**config.mk**
```make
export PLATFORM = sky130hd
export DESIGN_NAME = gpu_param_instruction_fifo
export DESIGN_NICKNAME = d
export VERILOG_FILES = /design/src/rtl/gpu_param_instruction_fifo.sv
export SDC_FILE = /design/constraint.sdc
export NUM_CORES = 1
export LEC_CHECK = 0
export CAP_MARGIN = 15
export CORE_UTILIZATION = 30
export DETAILED_ROUTE_END_ITERATION = 8
export SLEW_MARGIN = 10
export SYNTH_ARGS = -nofsm -noshare
export SYNTH_HDL_FRONTEND = slang
export SYNTH_SLANG_ARGS = --single-unit
```
**constraint.sdc**
```tcl
create_clock -name clk -period 15.52 [get_ports clk]
set_input_delay 3.104 -clock clk [delete_from_list [all_inputs] [get_ports clk]]
set_output_delay 3.104 -clock clk [all_outputs]
set_load 0.02 [all_outputs]
```
**src/rtl/gpu_param_instruction_fifo.sv**
```systemverilog
// First-word-fall-through instruction FIFO between the APB command decoder and the rasteriser.
// Any depth (wrap is explicit), programmable almost-full margin, sync flush, sticky errors.
module gpu_param_instruction_fifo #(
  parameter int DATA_WIDTH = 79,
  parameter int DEPTH      = 8,
  parameter int AF_MARGIN  = 1,
  localparam int CW        = $clog2(DEPTH + 1)
) (
  input  logic                  clk,
  input  logic                  n_rst,
  input  logic                  flush_i,
  input  logic                  push_i,
  input  logic [DATA_WIDTH-1:0] wr_data_i,
  input  logic                  pop_i,
  input  logic                  err_clr_i,
  output logic [DATA_WIDTH-1:0] rd_data_o,
  output logic                  empty_o,
  output logic                  full_o,
  output logic                  almost_full_o,
  output logic [CW-1:0]         count_o,
  output logic                  overflow_o,
  output logic                  underflow_o
);

  localparam int PW = (DEPTH > 1) ? $clog2(DEPTH) : 1;
  localparam logic [PW-1:0] LAST_IDX = PW'(DEPTH - 1);
  localparam logic [CW-1:0] FULL_LVL = CW'(DEPTH);
  localparam logic [CW-1:0] AF_LVL   = CW'(DEPTH - AF_MARGIN);

  logic [DATA_WIDTH-1:0] mem [DEPTH];
  logic [PW-1:0]         rd_ptr;
  logic [PW-1:0]         wr_ptr;
  logic [CW-1:0]         count;
  logic                  push_acc;
  logic                  pop_acc;

  // Status comes only from the registered count, never from push_i/pop_i.
  assign empty_o       = (count == '0);
  assign full_o        = (count == FULL_LVL);
  assign almost_full_o = (count >= AF_LVL);
  assign count_o       = count;
  assign rd_data_o     = empty_o ? '0 : mem[rd_ptr];

  // A full FIFO still accepts a push when the head is popped in the same cycle.
  assign pop_acc  = pop_i & ~empty_o;
  assign push_acc = push_i & (~full_o | pop_i);

  function automatic logic [PW-1:0] next_ptr(input logic [PW-1:0] p);
    return (p == LAST_IDX) ? '0 : p + PW'(1);
  endfunction

  always_ff @(posedge clk or negedge n_rst) begin
    if (!n_rst) begin
      rd_ptr <= '0;
      wr_ptr <= '0;
      count  <= '0;
    end else if (flush_i) begin
      rd_ptr <= '0;
      wr_ptr <= '0;
      count  <= '0;
    end else begin
      if (push_acc) wr_ptr <= next_ptr(wr_ptr);
      if (pop_acc)  rd_ptr <= next_ptr(rd_ptr);
      if (push_acc && !pop_acc)      count <= count + CW'(1);
      else if (pop_acc && !push_acc) count <= count - CW'(1);
    end
  end

  always_ff @(posedge clk) begin
    if (push_acc && !flush_i) mem[wr_ptr] <= wr_data_i;
  end

  // Set wins over clear; flush leaves the flags alone.
  always_ff @(posedge clk or negedge n_rst) begin
    if (!n_rst) begin
      overflow_o  <= 1'b0;
      underflow_o <= 1'b0;
    end else begin
      if (push_i && full_o && !pop_i) overflow_o <= 1'b1;
      else if (err_clr_i)             overflow_o <= 1'b0;
      if (pop_i && empty_o)           underflow_o <= 1'b1;
      else if (err_clr_i)             underflow_o <= 1'b0;
    end
  end

endmodule

```
After elaboration in Yosys (flattened, before gate mapping)
Memories as Yosys holds them, arrays and structs flattened.
Index checks and enable logic that the tools add are counted.

word-level totals
  flip-flop bits (word level) = 12
  bits in latches = 0
  RAM bits = 632
  bits in read-only memories = 0
  output and inout port bits = 88
  memories = 1

memories
  memory  words  bits a word  rd ports  clocked after memory_dff  write ports  RTL line  source
  mem     8      79           1         0                         1            30        logic [DATA_WIDTH-1:0] mem [DEPTH];

operators by class
  add/subtract/negate cells = 4
  multipliers = 0
  divide/modulo/power cells = 0
  $lt $le $gt $ge = 1
  eq/ne operators = 3
  shifts and indexed selects = 0
  muxes and demuxes = 15
  bitwise logic cells = 5
  reduce and logical (&&, ||, !) cells = 16

operator list
  cell                                                                                 count
  79-bit 2-to-1 mux                                                                    1
  3-bit 2-to-1 mux                                                                     6
  4-bit 2-to-1 mux                                                                     3
  2-bit nonzero test                                                                   4
  3-bit by 1-bit adder with 3-bit output, second input constant                        2
  3-bit equality test, second input constant                                           2
  1-bit logical AND                                                                    6
  1-bit 2-to-1 mux                                                                     5
  4-bit by 1-bit adder with 4-bit output, second input constant                        1
  4-bit equality test, second input constant                                           1
  4-bit by 3-bit greater-or-equal comparator with 1-bit output, second input constant  1
  1-bit zero test                                                                      4
  4-bit zero test                                                                      1
  4-bit by 1-bit subtractor with 4-bit output, second input constant                   1
  3-bit nonzero test                                                                   1
  1-bit AND                                                                            2
  1-bit inverter                                                                       2
  1-bit bitwise OR                                                                     1

Depth between registers and ports, before layout
Gate-level depths: netlist (run 1).

  depth after elaboration = 9
  depth in mapped cells = 10
  mapped depth without buffers = 8

Least setup slack after synthesis (run 1)
No wires, ideal clock.

  path kind = input to register
  start point = in pop_i
  end point = mem mem[0][0], enable pin
  arrival time = 11.625 ns
  slack = 3.157 ns
  stages = 4
  cells stage by stage = buf_4 nand2b_1 o21ai_4 nor4b_1

on the way
  cells in the longest elaborated chain, start to end = 5

RTL lines
  what                                    RTL line  source
  start: declaration                      14        input logic pop_i,
  1-bit bitwise OR                        46        assign push_acc = push_i & (~full_o | pop_i);
  1-bit AND                               46
  1-bit logical AND                       70        if (push_acc && !flush_i) mem[wr_ptr] <= wr_data_i;
  1-bit 2-to-1 mux                        70
  1-bit 2-to-1 mux (not written as such)  70
  end: declaration                        30

Every way passes these cells.

Worst setup path in the final report (run 1)
  start point = reg rd_ptr[0]
  end point = out rd_data_o[47]

on the way
  cells in the longest elaborated chain, start to end = 2

RTL lines
  what                      RTL line  source
  start: declaration        31        logic [PW-1:0] rd_ptr;
  start signal: assignment  63        if (pop_acc) rd_ptr <= next_ptr(rd_ptr);
  memory 8 x 79 bit         -
  79-bit 2-to-1 mux         42        assign rd_data_o = empty_o ? '0 : mem[rd_ptr];
  end: declaration          16        output logic [DATA_WIDTH-1:0] rd_data_o,

Every way passes these cells.

==> qor.yml, run 1 <==
timing:
  setup_violations: 0
  max-slew-margin-rel_pct: 31.6
  worst-slew-pin-transition_ns: 1.03
  max_clock_freq_mhz: 139
  slew_violations: 0
  grt_setup_unrepaired: "false"
  finalSetupTns_ns: 0
  min_period_over_period_pct: 46.3
  fin_crit_ns: 7.18
  worst_hold_slack_ns: 0.530
  skew_ns: 0.0134
  timing.final.hold_violations: 0
cts:
  clock_latency_ns: 0.58
  path_clk_slew_ns: 0.05
  cts_hold_buf: 0
  htree_levels: 3
  clk_path_buf_depth: 3
  clockRootBuffer: "clkbuf_16"
  cts_buffers: 72
  cts_sinks: 644
  cts_tree: "done"
  cts-resized-gates: 0
  post_cts_buffers: 0
synthesis:
  synth_async_sr_flop_share_pct: 1.86
  ys_ff_latch: 644
  yosysWarnings: 0
  ys_seq_area_share_pct: 77.6
  avgSynthCellArea_um2: 22.7
  synth-edff-count: 632
  synth_top_flop_cell: "edfxtp_1"
  synth.distinct_cells: 42
  synth_area_mm2: 0.0248
  synthCells: 1096
  synth_nets: 1188
route:
  drt_wl_total_mm: 54.1
  viasPerCell: 4.73
  drcViolationCount: 0
  wl_per_cell_um: 22.3
  dr.pass1.iters: 4
  ant_nets: 0
  drtIter0Drc: 729
  num_vias: 11500
global_routing:
  grt_max_degree: 60
  groute.usage.overall_pct: 12.9
  grt_pass1_vias: 12100
  grt-ovfl-total: 0
  grt_pass1_wl_mm: 78.6
  antenna_found_initial: 3
power_and_ir_drop:
  switching_power_mw: 1.32
  peakVddDrop_uv: 117
  pwr-share-comb_pct: 23.8
  pwr-share-seq_pct: 41.9
  clkPwrFrac_pct: 34.3
  swShare_pct: 27.7
  intPower_mw: 3.46
  power_leakage_nw: 9.14
  power-per-cell-area_mw_per_mm2: 159
setup_path:
  path_cells: "buf_4 > mux4_2 > mux2i_1 > nor2_1 > clkdlybuf4s50_1"
  cp_top_family: "buffers and inverters"
  cp-end-kind: "output pin"
  arrival_ns: 4.08
  critPathKind: "reg -> out"
  critPathMaxFanout: 41
  crit_buf_inv: 2
  reg2reg_setup_slack_ns: 12.17
  crit_required_ns: 12.42
  slowest_delay_ns: 0.90
  crit_slowest_cell: "dfrtp_4"
  start_kind: "register"
finish:
  layout_commonest_cell: "edfxtp_1"
  nets: 1399
  syn2layout_area_growth_pct: 21.1
  layout_common_cells: "edfxtp_1, clkdlybuf4s50_1, mux4_2, nor2_1, mux2i_1"
  nFillCells: 7521
  drive_gt1_share_pct: 23.1
  multi_input_comb_area_mm2: 0.00521
  seq_area_mm2: 0.0193
outcome:
  outcome: "finished, final reports clean"
die:
  start_util_pct: 30.3
  io_pins: 173
  rows: 105
  die_w_um: 290
  design.die.area_mm2: 0.0839
  fp.dieH_um: 290
  core-area_mm2: 0.0820
placed_design:
  dp_hpwl_mm: 28.3
  routabilityCongestion: 0.693
  portBuffers: 172
run:
  cap_violations: 0
min_path:
  min_path_type: "reg -> reg"
-- registers in the layout, indices dropped and copies added, names as in the netlist --
signal       flops
wr_ptr           3
count_o          4
rd_ptr           3
mem            632
overflow_o       1
underflow_o      1
-- worst reg2reg max path, cell delays in order (launching register included) --
cell      delay, ns
dfrtp_1        0.49
or3_1          0.36
o211ai_1       0.40
nor4_2         0.27
buf_4          0.59
buf_4          0.80
-- power by group through the flow --
stage               registers [mW]  logic, mW  clock network, mW
floorplan                     2.01      0.737                  0
global placement              2.04       1.16                  0
detailed placement            2.05       1.16                  0
CTS                           2.01       1.16               1.69
global route                  2.01       1.22               1.75
finish                        2.01       1.14               1.64
-- Yosys cell counts (2+ instances only) --
master | count | area (um2)
edfxtp_1 | 632 | 19000
mux4_2 | 158 | 3560
nor2_1 | 91 | 342
mux2i_1 | 83 | 831
buf_2 | 30 | 150
buf_6 | 13 | 146
dfrtp_1 | 12 | 300
buf_1 | 9 | 33.8
inv_1 | 7 | 26.3
nand2_1 | 7 | 26.3
clkbuf_1 | 6 | 22.5
ha_1 | 6 | 75.1
a21oi_1 | 4 | 20.0
nor3_1 | 3 | 15.0
or3_1 | 3 | 18.8
xnor2_1 | 3 | 26.3
nand3_1 | 2 | 10.0
o211ai_1 | 2 | 15.0
o21ai_0 | 2 | 10.0
-- per-layer routing --
| layer | global-route usage (%) | vias to the layer above | wire, um | part of all wire [%] |
|---|---|---|---|---|
| li1 | - | 4981 | - | - |
| met1 | 17.6 | 6175 | 24400 | 45 |
| met2 | 20.6 | 263 | 26000 | 48 |
| met3 | 2.84 | 83 | 2640 | 4.9 |
| met4 | 3.73 | 4 | 1060 | 1.9 |
| met5 | 0 | - | 23 | 0.043 |
-- path summary, 6_finish.rpt --
kind | startpoint | end | cells past startpoint
max | rd_ptr[0] | rd_data_o[47] | 5
min | underflow_o | underflow_o | 2
max reg2reg | count_o[1] | mem[2][26] | 5
min reg2reg | underflow_o | underflow_o | 2
max in group asynchronous | n_rst | rd_ptr[2] | 1
min in group asynchronous | n_rst | count_o[1] | 1
-- through the flow --
stage / cells / util (%) / cell area, um2 / power [mW] / setup slack (ns)
4_1_cts: 2430 / 36.7 / 30100 / 4.86 / 8.15
5_1_grt: 2431 / 36.7 / 30100 / 4.98 / 8.02
3_3_place_gp: 2303 / 33.9 / 27800 / 3.20 / 8.76
2_1_floorplan: 1096 / - / 24800 / 2.75 / 3.16
6_report: 2431 / 36.7 / 30100 / 4.78 / 8.34
3_5_place_dp: 2303 / 33.9 / 27800 / 3.20 / 8.80
-- cell families after synthesis --
group | after synthesis | share of synthesized area, %
AO/OA/AOI/OAI | 18 | 0.605
XOR/XNOR | 3 | 0.106
adder cells (fa/ha/maj) | 7 | 0.383
buffers and inverters | 67 | 1.57
flip-flops | 644 | 77.6
multiplexers | 242 | 17.7
AND/OR/NAND/NOR | 115 | 1.96
-- cell type report --
type,count,area share (%)
Clock buffer,81,6.25
Clock inverter,46,1.36
Inverter,8,0.0999
Tap cell,1070,4.45
Multi-Input combinational cell,385,17.3
Antenna cell,1,0.00833
Timing Repair Buffer,196,6.33
Sequential cell,644,64.2
Note: power is estimated with default switching activity, not from simulation.
==> run 2: changes to the inputs <==
==> constraint.sdc (replaced) <==
create_clock -name clk -period 6.6 [get_ports clk]
set_input_delay 1.32 -clock clk [delete_from_list [all_inputs] [get_ports clk]]
set_output_delay 1.32 -clock clk [all_outputs]
set_load 0.02 [all_outputs]
==> run 2 against run 1 <==
Net effect: clock power up 140%; non-clock buffer count down 2; sequential share of layout area down 0.36 points; final cell count about the same; global-route usage down 0.078 points; worst setup slack worse by 6.9 ns; critical path depth unchanged; via count down 0.81%; power up 140%; combinational power up 130%; flip-flop and latch count unchanged; sequential power up 140%; critical endpoint is now rd_data_o[8]; largest cell class unchanged.
==> qor.yml, run 2 (synthesis gave the netlist of run 1 again) <==
cts:
  htree_levels: 3  # unchanged
  cts-resized-gates: 0  # unchanged
  clk_path_buf_depth: 3  # unchanged
  cts_sinks: 644  # unchanged
  cts_tree: "done"
  cts_hold_buf: 0  # unchanged
  clock_latency_ns: 0.60  # +0.02 ns
  path_clk_slew_ns: 0.06  # about the same
  post_cts_buffers: 0  # unchanged
  clockRootBuffer: "clkbuf_16"
  cts_buffers: 71  # -1.4%
finish:
  largest_reg_flops: 632  # unchanged
  multi_input_comb_area_mm2: 0.00523  # +0.34%
  layout_commonest_cell: "edfxtp_1"
  layout_common_cells: "edfxtp_1, clkdlybuf4s50_1, mux4_2, nor2_1, mux2i_1"
  regMostFlops: "mem"
  drive_gt1_share_pct: 22.3  # -0.79 points
  syn2layout_area_growth_pct: 21.7
  nets: 1396  # -0.21%
  seq_area_mm2: 0.0193  # unchanged
  nFillCells: 7515  # -0.080%
global_routing:
  grt_pass1_wl_mm: 79.1  # +0.56%
  antenna_found_initial: 5  # +2
  grt_pass1_vias: 12100  # +0.52%
  grt_max_degree: 103  # +72%
  grt-ovfl-total: 0  # unchanged
  groute.usage.overall_pct: 12.8  # -0.078 points
setup_path:
  critPathKind: "reg -> out"
  slowest_delay_ns: 0.99  # +0.09 ns
  reg2reg_setup_slack_ns: 3.55  # -8.62 ns
  path_cells: "buf_12 > mux4_2 > mux2i_1 > nor2_1 > clkdlybuf4s50_1"
  reg2reg_from: "count_o[0]"
  arrival_ns: 3.79  # -0.29 ns
  crit_start: "rd_ptr[0]"
  crit_slowest_cell: "dfrtp_4"
  start_kind: "register"
  critPathMaxFanout: 59  # +44%
  crit_required_ns: 5.28  # -7.14 ns
  cp-end-kind: "output pin"
timing:
  setup_violations: 0  # unchanged
  worst-slew-pin-transition_ns: 1.02  # -0.00880 ns
  skew_ns: 0.0174  # +0.00405 ns
  max-slew-margin-rel_pct: 32.2  # +0.59 points
  slew_violations: 0  # unchanged
  fin_crit_ns: 5.11
  layout_setup_ws_ns: 1.49  # -6.85 ns
  worst_hold_slack_ns: 0.534  # +0.00410 ns
  min_period_over_period_pct: 77.5
  max_clock_freq_mhz: 196
  grt_setup_unrepaired: "false"
  timing.final.hold_violations: 0  # unchanged
power_and_ir_drop:
  intPower_mw: 8.29  # +140%
  pwr-share-comb_pct: 23.3  # -0.5 points
  peakVddDrop_uv: 298  # +160%
  switching_power_mw: 3.08  # +130%
  pwr-share-seq_pct: 41.6  # -0.3 points
  swShare_pct: 27.1  # -0.59 points
  power_leakage_nw: 9.18  # +0.41%
  clkPwrFrac_pct: 35.1  # +0.8 points
  power-per-cell-area_mw_per_mm2: 376  # +140%
die:
  io_pins: 173  # unchanged
  fp.dieH_um: 290  # unchanged
  rows: 105  # unchanged
  die_w_um: 290  # unchanged
  design.die.area_mm2: 0.0839  # unchanged
  core-area_mm2: 0.0820  # unchanged
  start_util_pct: 30.3  # unchanged
route:
  num_vias: 11400  # -0.81%
  drcViolationCount: 0  # unchanged
  ant_nets: 0  # unchanged
  wl_met1_mm: 24.5  # +0.11%
  wl_per_cell_um: 22.0  # -1.4%
  top_layer: "met5"
  route.met3.wl_mm: 2.48  # -6.0%
  route.met2.wl_mm: 25.5  # -1.8%
  drtIter0Drc: 682  # -6.4%
  drt_wl_total_mm: 53.3  # -1.4%
  viasPerCell: 4.70  # -0.77%
  dr.pass1.iters: 4  # unchanged
min_path:
  min_from: "underflow_o"
  min_path_type: "reg -> reg"
placed_design:
  dp_hpwl_mm: 27.7  # -2.2%
  portBuffers: 172  # unchanged
  place_ws_ns: 2.03  # -6.78 ns
  routabilityCongestion: 0.680  # -2.0%
outcome:
  outcome: "finished, final reports clean"
run:
  cap_violations: 0  # unchanged
-- run 2: cell types whose count changed in the layout (fill, tap and decap cells not counted), sizes merged --
cell	change
clkinv	-7
inv	+4
bufinv	+3
clkbuf	+3
buf	-2
clkinvlp	-2
-- run 2: layer usage --
layer / up-vias / GRT usage [%]
met5: - / 0
met3: 71 / 3.14
li1: 4990 / -
met2: 212 / 20.1
met4: 6 / 3.38
met1: 6134 / 17.6
-- run 2: stage by stage --
| step | total power, mW | utilization, % | instance area, um2 | cells | setup TNS [ns] |
|---|---|---|---|---|---|
| final | 11.4 | 36.9 | 30200 | 2430 | 0 |
| after global placement | 7.51 | 34.0 | 27800 | 2301 | 0 |
| after floorplan | 6.46 | - | 24800 | 1096 | -280.57 |
| after detailed placement | 7.53 | 34.0 | 27800 | 2301 | 0 |
| after CTS | 11.6 | 36.9 | 30200 | 2429 | 0 |
| after global routing | 11.9 | 36.9 | 30200 | 2429 | 0 |
-- run 2: worst paths after layout --
check	to	cells after the start
min	underflow_o	2
min in group asynchronous	count_o[0]	1
max in group asynchronous	rd_ptr[0]	1
max	rd_data_o[8]	5
max reg2reg	mem[6][48]	4
min reg2reg	underflow_o	2
-- run 2: area by class of cell --
class	count	share of cell area [%]
clock buffer	84	6.32
antenna	1	0.00828
tap	1070	4.43
sequential	644	63.8
inverter	8	0.0994
timing repair buffer	194	6.49
multi-input combinational	385	17.3
clock inverter	44	1.54
-- run 2: power by group through the flow --
stage	sequential (mW)	clock (mW)	combinational (mW)
after floorplan	4.73	0	1.73
after detailed placement	4.82	0	2.71
final	4.73	3.99	2.65
after global placement	4.82	0	2.70
after CTS	4.74	4.10	2.72
after global routing	4.75	4.26	2.85
-- run 2: worst max-delay path: cells and delay by family (launching register included) --
kind / cells / cell delay [ns]
and+or+nand+nor: 1 / 0.09
muxes: 2 / 0.92
buffers and inverters: 2 / 1.03
DFF: 1 / 0.99
